### config.mk
export PLATFORM = sky130hd
export DESIGN_NAME = cic3_row_readout
export DESIGN_NICKNAME = d
export VERILOG_FILES = /design/src/rtl/cic3_row_readout.sv
export SDC_FILE = /design/constraint.sdc
export NUM_CORES = 1
export LEC_CHECK = 0
export BUFFER_PORTS_ARGS = -buffer_cell sky130_fd_sc_hd__clkbuf_2
export CAP_MARGIN = 20
export CELL_PAD_IN_SITES_DETAIL_PLACEMENT = 2
export CELL_PAD_IN_SITES_GLOBAL_PLACEMENT = 2
export CORE_MARGIN = 5
export CORE_UTILIZATION = 41
export DETAILED_ROUTE_END_ITERATION = 10
export MAX_ROUTING_LAYER = met4
export PLACE_DENSITY = 0.86
export SKIP_LAST_GASP = 1
export SYNTH_ARGS = -nofsm -noshare
export SYNTH_HDL_FRONTEND = slang
export SYNTH_SLANG_ARGS = --single-unit
export TNS_END_PERCENT = 30
### constraint.sdc
create_clock -name clk -period 16.2 [get_ports clk]
set_input_delay 0 -clock clk [delete_from_list [all_inputs] [get_ports clk]]
set_output_delay 0 -clock clk [all_outputs]
set_load 0.1 [all_outputs]
### src/rtl/cic3_row_readout.sv
// Framed MSB-first serial readout of one row of CIC3 filter words, one word per enabled channel.
// Optional even-parity bit after each word: define CIC3_READOUT_PARITY_EN.
module cic3_row_readout #(
    parameter int NUM_CH = 12,
    parameter int WIDTH  = 25,
    parameter int DIV    = 4
) (
    input  logic                    clk,
    input  logic                    reset,
    input  logic [NUM_CH*WIDTH-1:0] data_in,
    input  logic                    data_valid,
    input  logic [NUM_CH-1:0]       ch_en,
    input  logic                    ovr_clr,
    output logic                    sout,
    output logic                    sframe,
    output logic                    sbit_strobe,
    output logic                    busy,
    output logic                    overrun
);

`ifdef CIC3_READOUT_PARITY_EN
    localparam int WORD = WIDTH + 1;
`else
    localparam int WORD = WIDTH;
`endif
    localparam int BIT_W = (WORD > 1) ? $clog2(WORD) : 1;
    localparam int CH_W  = (NUM_CH > 1) ? $clog2(NUM_CH) : 1;
    localparam int DIV_W = 8;

    typedef enum logic [1:0] {IDLE, SHIFT, GAP} state_t;

    state_t             state, state_n;
    logic [DIV_W-1:0]   div_cnt, div_n;
    logic [BIT_W-1:0]   bit_cnt, bit_n, bit_nx, bit_sel;
    logic [CH_W-1:0]    ch_ptr, ch_n;
    logic [NUM_CH-1:0]  shadow_en;
    logic [WIDTH-1:0]   shadow_word [NUM_CH];
    logic [WIDTH-1:0]   in_word [NUM_CH];
    logic [WIDTH-1:0]   cur_word;
    logic               sout_n, sframe_n, strobe_n, busy_n, ovr_n;
    logic               capture, next_bit;
    logic               first_found, next_found;
    logic [CH_W-1:0]    first_idx, next_idx;

    // Lowest enabled channel strictly above index 'above'; MSB of the result flags a hit.
    function automatic logic [CH_W:0] lowest_ch(input logic [NUM_CH-1:0] en, input int above);
        logic [CH_W:0] r;
        r = '0;
        for (int i = NUM_CH - 1; i >= 0; i--) begin
            if (en[i] && i > above) r = {1'b1, CH_W'(i)};
        end
        return r;
    endfunction

    always_comb begin
        for (int k = 0; k < NUM_CH; k++) in_word[k] = data_in[k*WIDTH +: WIDTH];
    end

    assign {first_found, first_idx} = lowest_ch(ch_en, -1);
    assign {next_found, next_idx}   = lowest_ch(shadow_en, int'(ch_ptr));

    assign cur_word = shadow_word[ch_ptr];
    assign bit_nx   = bit_cnt + 1'b1;
    assign bit_sel  = BIT_W'(WIDTH - 1) - bit_nx;

    always_comb begin
        next_bit = cur_word[bit_sel];
`ifdef CIC3_READOUT_PARITY_EN
        if (bit_nx == BIT_W'(WIDTH)) next_bit = ^cur_word;
`endif
    end

    always_comb begin
        state_n  = state;
        div_n    = div_cnt;
        bit_n    = bit_cnt;
        ch_n     = ch_ptr;
        sout_n   = sout;
        sframe_n = sframe;
        strobe_n = 1'b0;
        busy_n   = busy;
        ovr_n    = overrun;
        capture  = 1'b0;

        // A strobe arriving while busy is an overrun; set beats clear.
        if (data_valid && state != IDLE) ovr_n = 1'b1;
        else if (ovr_clr)                 ovr_n = 1'b0;

        case (state)
            IDLE: begin
                sout_n   = 1'b0;
                sframe_n = 1'b0;
                busy_n   = 1'b0;
                if (data_valid && first_found) begin
                    capture  = 1'b1;
                    state_n  = SHIFT;
                    ch_n     = first_idx;
                    bit_n    = '0;
                    div_n    = '0;
                    sout_n   = in_word[first_idx][WIDTH-1];
                    sframe_n = 1'b1;
                    strobe_n = 1'b1;
                    busy_n   = 1'b1;
                end
            end
            SHIFT: begin
                if (div_cnt == DIV_W'(DIV - 1)) begin
                    div_n = '0;
                    if (bit_cnt == BIT_W'(WORD - 1)) begin
                        if (next_found) begin
                            ch_n     = next_idx;
                            bit_n    = '0;
                            sout_n   = shadow_word[next_idx][WIDTH-1];
                            strobe_n = 1'b1;
                        end else begin
                            state_n  = GAP;
                            sout_n   = 1'b0;
                            sframe_n = 1'b0;
                        end
                    end else begin
                        bit_n    = bit_nx;
                        sout_n   = next_bit;
                        strobe_n = 1'b1;
                    end
                end else begin
                    div_n = div_cnt + 1'b1;
                end
            end
            GAP: begin
                if (div_cnt == DIV_W'(DIV - 1)) begin
                    state_n = IDLE;
                    div_n   = '0;
                    busy_n  = 1'b0;
                end else begin
                    div_n = div_cnt + 1'b1;
                end
            end
            default: begin
                state_n  = IDLE;
                sout_n   = 1'b0;
                sframe_n = 1'b0;
                busy_n   = 1'b0;
            end
        endcase
    end

    always_ff @(posedge clk or posedge reset) begin
        if (reset) begin
            state       <= IDLE;
            div_cnt     <= '0;
            bit_cnt     <= '0;
            ch_ptr      <= '0;
            shadow_en   <= '0;
            sout        <= 1'b0;
            sframe      <= 1'b0;
            sbit_strobe <= 1'b0;
            busy        <= 1'b0;
            overrun     <= 1'b0;
        end else begin
            state       <= state_n;
            div_cnt     <= div_n;
            bit_cnt     <= bit_n;
            ch_ptr      <= ch_n;
            sout        <= sout_n;
            sframe      <= sframe_n;
            sbit_strobe <= strobe_n;
            busy        <= busy_n;
            overrun     <= ovr_n;
            if (capture) shadow_en <= ch_en;
        end
    end

    // Word shadow is pure data: only ever read after a capture has loaded it.
    always_ff @(posedge clk) begin
        if (capture) begin
            for (int k = 0; k < NUM_CH; k++) shadow_word[k] <= in_word[k];
        end
    end

endmodule

==> impl_results.md, run 1 <==
* Synth Area per Inst at 16.5 µm²
* Global placement routability congestion at 0.816
* Grt ovf at 6
* Hpwl dp at 36.5 mm
* Synth async-reset ratio at 10.4%
* Syn. warnings at 0
* Area after DPL at 0.0162 mm²
* Largest net degree at the start of global routing at 152
* Yosys reg bits at 335
* Initial antenna violation count at 30
* Post-CTS Setup Inserts at 0
* Clk Tree Root Cell: clkbuf_16
* DP Cell Count at 1,603
* Die height at 196 µm
* Mapped Area at 0.0142 mm²
* CTS Buf Count at 37
* Post-synth EDFFs at 300
* Post-synth top flop: edfxtp_1
* Tot GR Track Use at 68.5%
* Die width at 196 µm
* I/O Pins at 321
* Post-CTS sizing at 0
* Fail Step: global routing
* Rows at 68
* Distinct cells, synth at 75
* Clock Path Buffers at 3
* H-Tree Level Count at 2
* Mapped Cells at 860
* Run Error: [ERROR GRT-0232] Routing congestion too high. Check the congestion heatmap in the GUI.
* Status: aborted with a tool error
* Number of port buffers at 320
* Mapped Nets at 1,182
* Starting Density at 41.3%
* Register area share after synthesis at 69.7%
* CTS sink count at 335
## metal layers
| layer | GRT usage, % | overflow |
|---|---|---|
| met1 | 66.5 | 0 |
| met2 | 86.8 | 3 |
| met3 | 48.7 | 0 |
| met5 | - | - |
| met4 | 65.8 | 3 |
## synthesized netlist by cell type, types with 3 or more instances
| cell type | number | area, µm² |
|---|---|---|
| a2111oi_0 | 3 | 26.3 |
| clkbuf_1 | 13 | 48.8 |
| xor2_1 | 4 | 35.0 |
| o211ai_1 | 3 | 22.5 |
| a22o_1 | 5 | 43.8 |
| inv_1 | 20 | 75.1 |
| buf_4 | 3 | 22.5 |
| o21ai_0 | 26 | 130 |
| o21ba_2 | 3 | 30.0 |
| ha_1 | 6 | 75.1 |
| edfxtp_1 | 300 | 9010 |
| nor2_1 | 39 | 146 |
| o21ai_1 | 10 | 50.1 |
| o22ai_1 | 6 | 37.5 |
| nand3_1 | 16 | 80.1 |
| mux2_2 | 11 | 124 |
| a22oi_1 | 8 | 60.1 |
| nor2b_1 | 13 | 81.3 |
| nand2_1 | 75 | 282 |
| or3_1 | 6 | 37.5 |
| nor4_1 | 4 | 25.0 |
| nand4_1 | 5 | 31.3 |
| buf_2 | 11 | 55.1 |
| buf_6 | 6 | 67.6 |
| a21oi_1 | 35 | 175 |
| o21bai_1 | 3 | 22.5 |
| nor3_1 | 8 | 40.0 |
| o221ai_1 | 3 | 26.3 |
| mux2i_1 | 31 | 310 |
| mux4_2 | 59 | 1330 |
| or2_2 | 3 | 18.8 |
| a211o_1 | 3 | 26.3 |
| a31oi_1 | 7 | 43.8 |
| a211oi_1 | 11 | 82.6 |
| o21a_1 | 3 | 22.5 |
| xnor2_1 | 4 | 35.0 |
| nand2b_1 | 8 | 50.1 |
| dfrtp_1 | 35 | 876 |
| buf_1 | 4 | 15.0 |
## per-stage QoR
stage | setup WS (ps) | util, % | hold WS [ps]
3_3_place_gp | 12130 | 47.1 | 135
2_1_floorplan | 5690 | - | 98.9
4_1_cts | 11910 | 59.8 | 76.2
3_5_place_dp | 12010 | 47.1 | 146
## repair_timing
action | 4_1_cts
endpoints found under the hold margin | 348
endpoints found under the setup margin | 0
hold buffers | 315
## cells by family after synthesis
| group | after synthesis | synth area share, % |
|---|---|---|
| buffers and inverters | 59 | 2.28 |
| multiplexers | 105 | 13.0 |
| flip-flops | 335 | 69.7 |
| AND/OR/NAND/NOR | 192 | 6.48 |
| adder cells (fa/ha/maj) | 6 | 0.529 |
| XOR/XNOR | 8 | 0.494 |
| AO/OA/AOI/OAI | 155 | 7.58 |
==> inputs of run 2 (changes only) <==
CELL_PAD_IN_SITES_DETAIL_PLACEMENT = not set   (was 2)
CELL_PAD_IN_SITES_GLOBAL_PLACEMENT = not set   (was 2)
CORE_UTILIZATION = 35   (was 41)
MAX_ROUTING_LAYER = not set   (was met4)
PLACE_DENSITY = not set   (was 0.86)
PLACE_DENSITY_LB_ADDON = 0.15   (was not set)
==> impl_results.md, run 2 <==
* Worst-margin pin slew at 1010 ps
* # fillers at 3,340
* Mapped Area at 0.0142 mm²
* Overall Power at 3.24 mW
* Total negative slack at 0 ps
* Reg with most FFs: shadow_word
* Core area at 0.0399 mm²
* Mapped Nets at 1,182
* Post-Synth XOR/XNOR Area at 0.494%
* Gate power share at 34.5%
* Max reg flops at 300
* P&R area growth vs syn at 46.0%
* Kind of end point of the critical path: register
* CP Class: register to register
* Post-CTS Setup Inserts at 0
* Post-route cell area at 0.0207 mm²
* Total Wirelength at 45.0 mm
* Die width at 211 µm
* Synth Area per Inst at 16.5 µm²
* Switching share of power at 33.7%
* Post-synth EDFFs at 300
* Hold/Removal Path Class: input port to register
* CP required at 16,360 ps
* Skew final at 13.4 ps
* Number of max-cap violations at 0
* Biggest area consumer among synthesized cells: edfxtp_1
* Multi-input logic area at 0.00398 mm²
* PD cells at 156 mW/mm²
* Die height at 211 µm
* CTS Buf Count at 39
* CTS tree: yes
* Critical path origin: state[1]
* Hpwl dp at 29.7 mm
* Setup violators final at 0
* Most frequent cells in the layout: clkbuf_2 (320), dlygate4sd3_1 (314), edfxtp_1 (300), nand2_1 (75), mux4_2 (59)
* Worst-skew pair later-pin latency at 540 ps
* Period Utilization, post-route at 25.6%
* Yosys top cell area share at 63.5%
* Final Hold Viols at 0
* Clock Pin Slew Worst Setup and Hold Paths at 60 ps
* H-Tree Level Count at 2
* Post-CTS sizing at 0
* Tot GR Track Use at 19.9%
* Status: finished, final reports clean
* Number of port buffers at 320
* Worst-path maximum fanout at 112
* Final min period at 4140 ps
* Mux cell area share after synthesis at 13.0%
* Clock Path Buffers at 3
* Leading post-synthesis cells by cell area: edfxtp_1 (63%), mux4_2 (9.4%), dfrtp_1 (6.2%)
* Starting DRC count in detailed routing at 606
* Adder-cell area share of the yosys netlist at 0.529%
* Leading cell type in the layout, fill and taps excluded: clkbuf_2
* Most frequent cell after synthesis: edfxtp_1
* I/O Pins at 321
* Synth async-reset ratio at 10.4%
* Biggest regs: shadow_word x300, shadow_en x11, div_cnt x8
* Critical Path Start Type: register
* Clk Tree Root Cell: clkbuf_16
* Largest family of logic cells by synthesized area: multiplexers
* Initial antenna violation count at 4
* Max-slew violations at 0
* Register area share after synthesis at 69.7%
* Vias in the first global route at 11,083
* CTS sink count at 335
* P_sw at 1.09 mW
* DR vias at 10,143
* Post-Synth Simple-Gate Area at 6.48%
* Post-route ant nets at 0
* Largest net degree at the start of global routing at 113
* Drt drc at 0
* Sequential Area at 0.00989 mm²
* Hold Crit Depth at 5
* DR pass1 iterations at 5
* Distinct cells, synth at 75
* Global-route wire length before repair at 66.9 mm
* RSZ-0062 raised after global routing: no
* Leak at 7.93 nW
* Complex-gate fraction of the synthesized area at 7.58%
* Flop pwr share at 38.7%
* Global placement routability congestion at 0.800
* Min-Delay Startpoint: data_valid
* Worst Reg-to-Reg Cells at 6
* Layout cells sized above 1 at 31.3%
* Number of vias per cell at 4.91
* Clock power share at 26.8%
* Reg-to-reg critical path endpoint: shadow_word[11][14]
* Fmax at 0.241 GHz
* Starting Density at 35.5%
* Int Pwr at 2.15 mW
* NumNets Final at 1,829
* Reg2reg start: state[1]
* Grt ovf at 0
* Mapped Cells at 860
* Max-Slew Margin vs Limit at 32.7%
* Drt wl/cell at 21.8 µm
* Rows at 73
* Worst Hold Endpoint: div_cnt[1]
* Die area at 0.0447 mm²
* Syn. warnings at 0
* Commonest cells in the netlist: edfxtp_1 (300), nand2_1 (75), mux4_2 (59), nor2_1 (39)
* CP arrival at 4310 ps
* Yosys reg bits at 335
* Post-synth top flop: edfxtp_1
* Reg2reg setup slack at 12,060 ps
* Max VDD drop at 105 µV
* Area after DPL at 0.0163 mm²
[run 2: cell counts after synthesis]
No cell type changed its count.
[run 2: how the worst max path moves through the flow]
stage / end / slack (ps) / depth (start not counted)
global route: shadow_word[0][0] / 11730 / 6
finish: shadow_word[11][14] / 12060 / 6
detailed placement: shadow_word[2][13] / 12030 / 6
CTS: shadow_word[7][16] / 12000 / 6
floorplan: busy / 5690 / 7
global placement: shadow_word[10][14] / 12130 / 6
[run 2: critical path, cell delays in order, from the launching register on]
cell     delay (ps)
dfrtp_1         400
inv_1            80
ha_1            390
nand2_1         420
inv_8           690
buf_4           880
buf_4           790
[run 2: cells by family after synthesis]
| kind of cell | count (synthesis) |
|---|---|
| mux | 105 |
| flops | 335 |
| compound gates | 155 |
| fa+ha+maj | 6 |
| simple gates | 192 |
| buf+inv | 59 |
| xor+xnor | 8 |
[run 2: final cells by class]
cell class | count | share of cell area, %
clock inverters | 19 | 0.942
inverters | 20 | 0.399
repair buffers | 645 | 23.4
diodes | 6 | 0.0725
multi-input cells | 466 | 19.2
well taps | 525 | 3.17
clock buffers | 50 | 5.06
flip-flops and latches | 335 | 47.8
[run 2: what timing repair did]
action | 4_1_cts | 5_1_grt
endpoints found under the setup margin | 0 | 0
endpoints found under the hold margin | 347 | 0
hold buffers | 314 | 0
[run 2: routing by layer]
metal,wire length [µm],GRT usage [%],part of all wire (%)
met1,18500,25.0,41
met2,23100,34.6,51
met3,2170,3.84,4.8
met4,1250,6.69,2.8
met5,0,0,0
[run 2: stage by stage]
stage | util, % | hold slack [ps] | worst slack, ps | std cells
after floorplan | - | 98.9 | 5690 | 860
after global placement | 40.8 | 177 | 12130 | 1676
after detailed placement | 40.8 | 179 | 12030 | 1676
after CTS | 51.8 | 13.2 | 12000 | 2059
after global routing | 51.9 | 38.8 | 11730 | 2065
final | 51.9 | 14.6 | 12060 | 2066
[run 2: power by group through the flow]
stage / Sequential, mW / Clock (mW) / Combinational (mW)
CTS: 1.25 / 0.891 / 1.12
floorplan: 1.34 / 0 / 0.732
detailed placement: 1.27 / 0 / 1.06
finish: 1.25 / 0.869 / 1.12
global route: 1.27 / 0.921 / 1.21
global placement: 1.27 / 0 / 1.05
Note: power is estimated with default switching activity, not from simulation.
==> inputs of run 3 (changes only) <==
clock period = 4.3 ns   (was 16.2 ns; I/O delays follow)
==> impl_results.md, run 3 (same netlist as run 2, synthesis figures left out) <==
* Core area at 0.0399 mm²
* Place WS at 903 ps
* Int Pwr at 8.21 mW
* Max-slew violations at 0
* Worst-margin pin slew at 1060 ps
* Hold/Removal Path Class: input port to async pin
* Total negative slack at 0 ps
* Skew final at 29.5 ps
* Clock power share at 27.4%
* Max reg flops at 300
* Most frequent cells in the layout: clkbuf_2 (320), dlygate4sd3_1 (316), edfxtp_1 (300), nand2_1 (75), mux4_2 (59)
* Biggest regs: shadow_word x300, shadow_en x11, div_cnt x8
* RSZ-0062 raised after global routing: no
* CTS tree: yes
* Die area at 0.0447 mm²
* Initial antenna violation count at 0
* CP arrival at 3820 ps
* Leading cell type in the layout, fill and taps excluded: clkbuf_2
* Total Wirelength at 44.7 mm
* Die height at 211 µm
* Critical Path Start Type: register
* Leak at 8.00 nW
* Reg with most FFs: shadow_word
* Global-route wire length before repair at 67.3 mm
* Fmax at 0.293 GHz
* Setup violators final at 0
* # fillers at 3,292
* Clock Path Buffers at 3
* Rows at 73
* I/O Pins at 321
* Setup slack after layout at 891 ps
* Drt wl/cell at 21.6 µm
* Worst-skew pair later-pin latency at 550 ps
* Die width at 211 µm
* Number of port buffers at 320
* Max VDD drop at 618 µV
* DR vias at 10,240
* Post-route ant nets at 0
* Gate power share at 32.9%
* Final min period at 3410 ps
* Number of vias per cell at 4.95
* CTS Buf Count at 39
* Final Hold Viols at 0
* Grt ovf at 0
* Number of max-cap violations at 0
* Largest net degree at the start of global routing at 170
* Sequential Area at 0.00989 mm²
* CP required at 4710 ps
* H-Tree Level Count at 2
* Worst-path maximum fanout at 40
* Max-Slew Margin vs Limit at 29.2%
* Kind of end point of the critical path: register
* Starting Density at 35.5%
* NumNets Final at 1,837
* Switching share of power at 33.2%
* Antenna cell count at 0
* PD cells at 590 mW/mm²
* Drt drc at 0
* Clock Pin Slew Worst Setup and Hold Paths at 60 ps
* Hpwl dp at 30.5 mm
* P&R area growth vs syn at 47.0%
* DR pass1 iterations at 5
* Flop pwr share at 39.6%
* CP Class: register to register
* Starting DRC count in detailed routing at 652
* Post-CTS Setup Inserts at 0
* P_sw at 4.09 mW
* Status: finished, final reports clean
* CTS sink count at 335
* Global placement routability congestion at 0.848
* Period Utilization, post-route at 79.3%
* Layout cells sized above 1 at 31.8%
* Tot GR Track Use at 19.8%
* Multi-input logic area at 0.00398 mm²
* Vias in the first global route at 11,246
* Clk Tree Root Cell: clkbuf_16
run 3: changes by cell type in the layout (fill, tap and decap cells not counted), moves of 2 or more:
cell           previous run  this run
buf_12                    0         3
buf_4                    10        14
dlygate4sd3_1           314       316
clkbuf_1                  9         5
diode_2                   6         0
run 3: layout make-up:
cell class              instances  area share (%)
clock buffers                  46            5.01
clock inverters                23            1.28
inverters                      20           0.396
multi-input cells             466            19.1
flip-flops and latches        335            47.4
well taps                     525            3.15
repair buffers                653            23.6
run 3: what timing repair did:
item | 4_1_cts | 5_1_grt
resized for setup | 0 | 0
hold endpoints to repair | 349 | 0
hold buffers | 316 | 0
run 3: path summary, 6_finish.rpt:
check | start | endpoint | slack [ps] | cells after the start
max | ch_ptr[0] | sout | 890 | 10
min | reset | div_cnt[4] | 160 | 3
max reg2reg | ch_ptr[0] | sout | 890 | 10
min reg2reg | sframe | sframe | 480 | 2
max in group asynchronous | reset | ch_ptr[0] | 3530 | 3
min in group clk | data_in[145] | shadow_word[5][20] | 160 | 2
run 3: per-stage QoR:
| stage | area (µm²) | total power [mW] | util, % | cells | hold WS (ps) |
|---|---|---|---|---|---|
| after floorplan | 14200 | 7.55 | - | 860 | 98.9 |
| after global placement | 16400 | 8.76 | 41.0 | 1683 | 178 |
| after detailed placement | 16400 | 8.78 | 41.0 | 1683 | 179 |
| after CTS | 20900 | 12.4 | 52.2 | 2068 | 120 |
| after global routing | 20900 | 12.9 | 52.2 | 2068 | 149 |
| final | 20900 | 12.3 | 52.2 | 2068 | 161 |
run 3: metal layers:
layer	share of wire (%)	track usage (%)	routed length, µm	vias up
met1	41	25.5	18300	5086
met2	51	34.5	22800	328
met4	2.8	6.33	1260	0
met3	5.1	3.41	2300	82
met5	0	0	0	-
li1	-	-	-	4744
run 3: power groups by stage:
stage	registers [mW]	logic [mW]	clock network [mW]
after global routing	4.95	4.39	3.60
after detailed placement	4.94	3.84	0
after floorplan	4.80	2.75	0
final	4.88	4.05	3.37
after CTS	4.88	4.09	3.48
after global placement	4.94	3.82	0
run 3: worst max-delay path, cell delays in order (launching register included):
cell and delay, ps:
dfrtp_4 890, buf_12 340, buf_4 250, mux4_2 510, a21oi_1 180, a22o_1 150
o21ai_1 80, a31oi_1 200, o211ai_1 120, and4_1 200, a211o_1 260
==> inputs of run 4 (changes only) <==
clock period = 2.86 ns   (was 4.3 ns; I/O delays follow)
==> impl_results.md, run 4 (same netlist as run 2, synthesis figures left out) <==
* CP Class: register to register
* Worst hold margin at 128 ps
* Tot GR Track Use at 20.4%
* Largest net degree at the start of global routing at 75
* Reg2reg start: ch_ptr[0]
* Die area at 0.0447 mm²
* Worst-skew pair later-pin latency at 550 ps
* Global-route wire length before repair at 68.8 mm
* CTS sink count at 335
* CTS Buf Count at 38
* Worst-path maximum fanout at 7
* DR vias at 10,574
* Setup violators final at 0
* I/O Pins at 321
* Crit-path max cell delay at 550 ps
* M1 WL at 19.0 mm
* Leading cell type in the layout, fill and taps excluded: clkbuf_2
* Worst-margin pin slew at 856 ps
* Max VDD drop at 468 µV
* Starting DRC count in detailed routing at 641
* Sequential Area at 0.00989 mm²
* H-Tree Level Count at 2
* Rows at 73
* Global placement routability congestion at 0.838
* Number of max-cap violations at 0
* RSZ-0062 raised after global routing: yes
* Reg2reg setup slack at 110 ps
* Top sig layer: met4
* Fmax at 0.363 GHz
* Max reg flops at 300
* Hold/Removal Path Class: input port to register
* DR pass1 iterations at 5
* Crit path cell chain: buf_12 > mux4_2 > mux2i_1 > o21ai_1 > nand3_2 > a211oi_2 > or4b_4 > and4_1 > a211o_1
* Post-route ant nets at 0
* CP required at 3280 ps
* Hpwl dp at 31.5 mm
* Clk Tree Root Cell: clkbuf_16
* Die width at 211 µm
* Multi-input logic area at 0.00403 mm²
* Drt wl/cell at 21.5 µm
* Max-Slew Margin vs Limit at 42.9%
* Reg with most FFs: shadow_word
* Skew final at 15.6 ps
* Layout cells sized above 1 at 35.3%
* Critical Path Start Type: register
* CP arrival at 3180 ps
* Initial antenna violation count at 3
* Most frequent cells in the layout: clkbuf_2 (320), dlygate4sd3_1 (315), edfxtp_1 (300), buf_4 (77), nand2_1 (75)
* Core area at 0.0399 mm²
* Met3 Routed Length at 2.32 mm
* CTS tree: yes
* Vias in the first global route at 11,553
* Leak at 8.39 nW
* Overall Power at 19.3 mW
* Final Hold Viols at 0
* Starting Density at 35.5%
* Clock Path Buffers at 3
* NumNets Final at 1,912
* Total negative slack at 0 ps
* # fillers at 3,203
* Final min period at 2750 ps
* Min-Delay Startpoint: ch_en[0]
* Max-slew violations at 0
* Metal2 WL at 23.4 mm
* Number of vias per cell at 4.93
* PD cells at 894 mW/mm²
* Biggest regs: shadow_word x300, shadow_en x11, div_cnt x8
* Reg-to-reg critical path endpoint: sout
* Number of port buffers at 320
* Total Wirelength at 46.2 mm
* Clock Pin Slew Worst Setup and Hold Paths at 60 ps
* Drt drc at 0
* Status: finished, final reports clean
* P&R area growth vs syn at 52.0%
* Die height at 211 µm
* Kind of end point of the critical path: register
* Period Utilization, post-route at 96.3%
* Crit-path slowest cell: or4b_4
* Worst Hold Endpoint: ch_ptr[2]
* Grt ovf at 0
* Worst Reg-to-Reg Cells at 9
* Hold Crit Depth at 6
run 4: changes by cell type in the layout (fill, tap and decap cells not counted), sizes merged:
cell and change:
clkbuf +7, bufinv -2, diode +3, clkinv -6, inv +2, buf +74
dlygate4sd3 -1
run 4: worst max-delay path, delay by kind of cell, from the launching register on:
family	cells	cell delay, ps
AOI/OAI and AO/OA	3	380
buffers and inverters	1	170
DFF	1	530
muxes	2	670
and+or+nand+nor	3	870
run 4: final cells by class:
class	count	share of cell area, %
Multi-Input combinational cell	466	18.7
Inverter	20	0.383
Sequential cell	335	45.9
Antenna cell	3	0.0348
Timing Repair Buffer	729	26.4
Clock inverter	17	0.864
Tap cell	525	3.05
Clock buffer	50	4.72
run 4: layer usage:
layer,vias to the layer above,global-route usage [%]
met4,0,7.31
met1,5216,26.3
met2,359,35.0
li1,4901,-
met5,-,0
met3,98,3.47
run 4: timing repair:
| action | CTS | global route |
|---|---|---|
| gates resized for setup | 6 | 15 |
| endpoints found under the hold margin | 330 | 0 |
| gates cloned | 1 | 3 |
| hold buffers | 315 | 0 |
| endpoints found under the setup margin | 1 | 5 |
| setup buffers | 5 | 11 |
| pin swaps | 4 | 13 |
run 4: worst max-delay path by stage:
stage                     slack, ps    to  cells past startpoint        from
after floorplan                  20  sout                     12  bit_cnt[0]
after global placement           20  sout                     10   ch_ptr[0]
after detailed placement         -6  sout                     10   ch_ptr[0]
after CTS                         6  sout                     12   ch_ptr[0]
after global routing            -20  sout                     11   ch_ptr[0]
final                           110  sout                      9   ch_ptr[0]
run 4: per-stage QoR:
stage	cell area, µm²	util [%]	instances	worst slack [ps]
after floorplan	14200	-	860	20.5
after global placement	16900	42.4	1741	21.0
after detailed placement	16900	42.4	1741	-5.83
after CTS	21400	53.6	2129	5.66
after global routing	21600	54.0	2145	-23.3
final	21600	54.0	2145	106
run 4: power breakdown:
group	total (mW)	switching [mW]	leakage [nW]	internal (mW)
Combinational	7.41	3.90	4.57	3.52
Clock	4.76	1.96	0.581	2.80
Sequential	7.11	0.491	3.24	6.62
Total	19.3	6.35	8.39	12.9
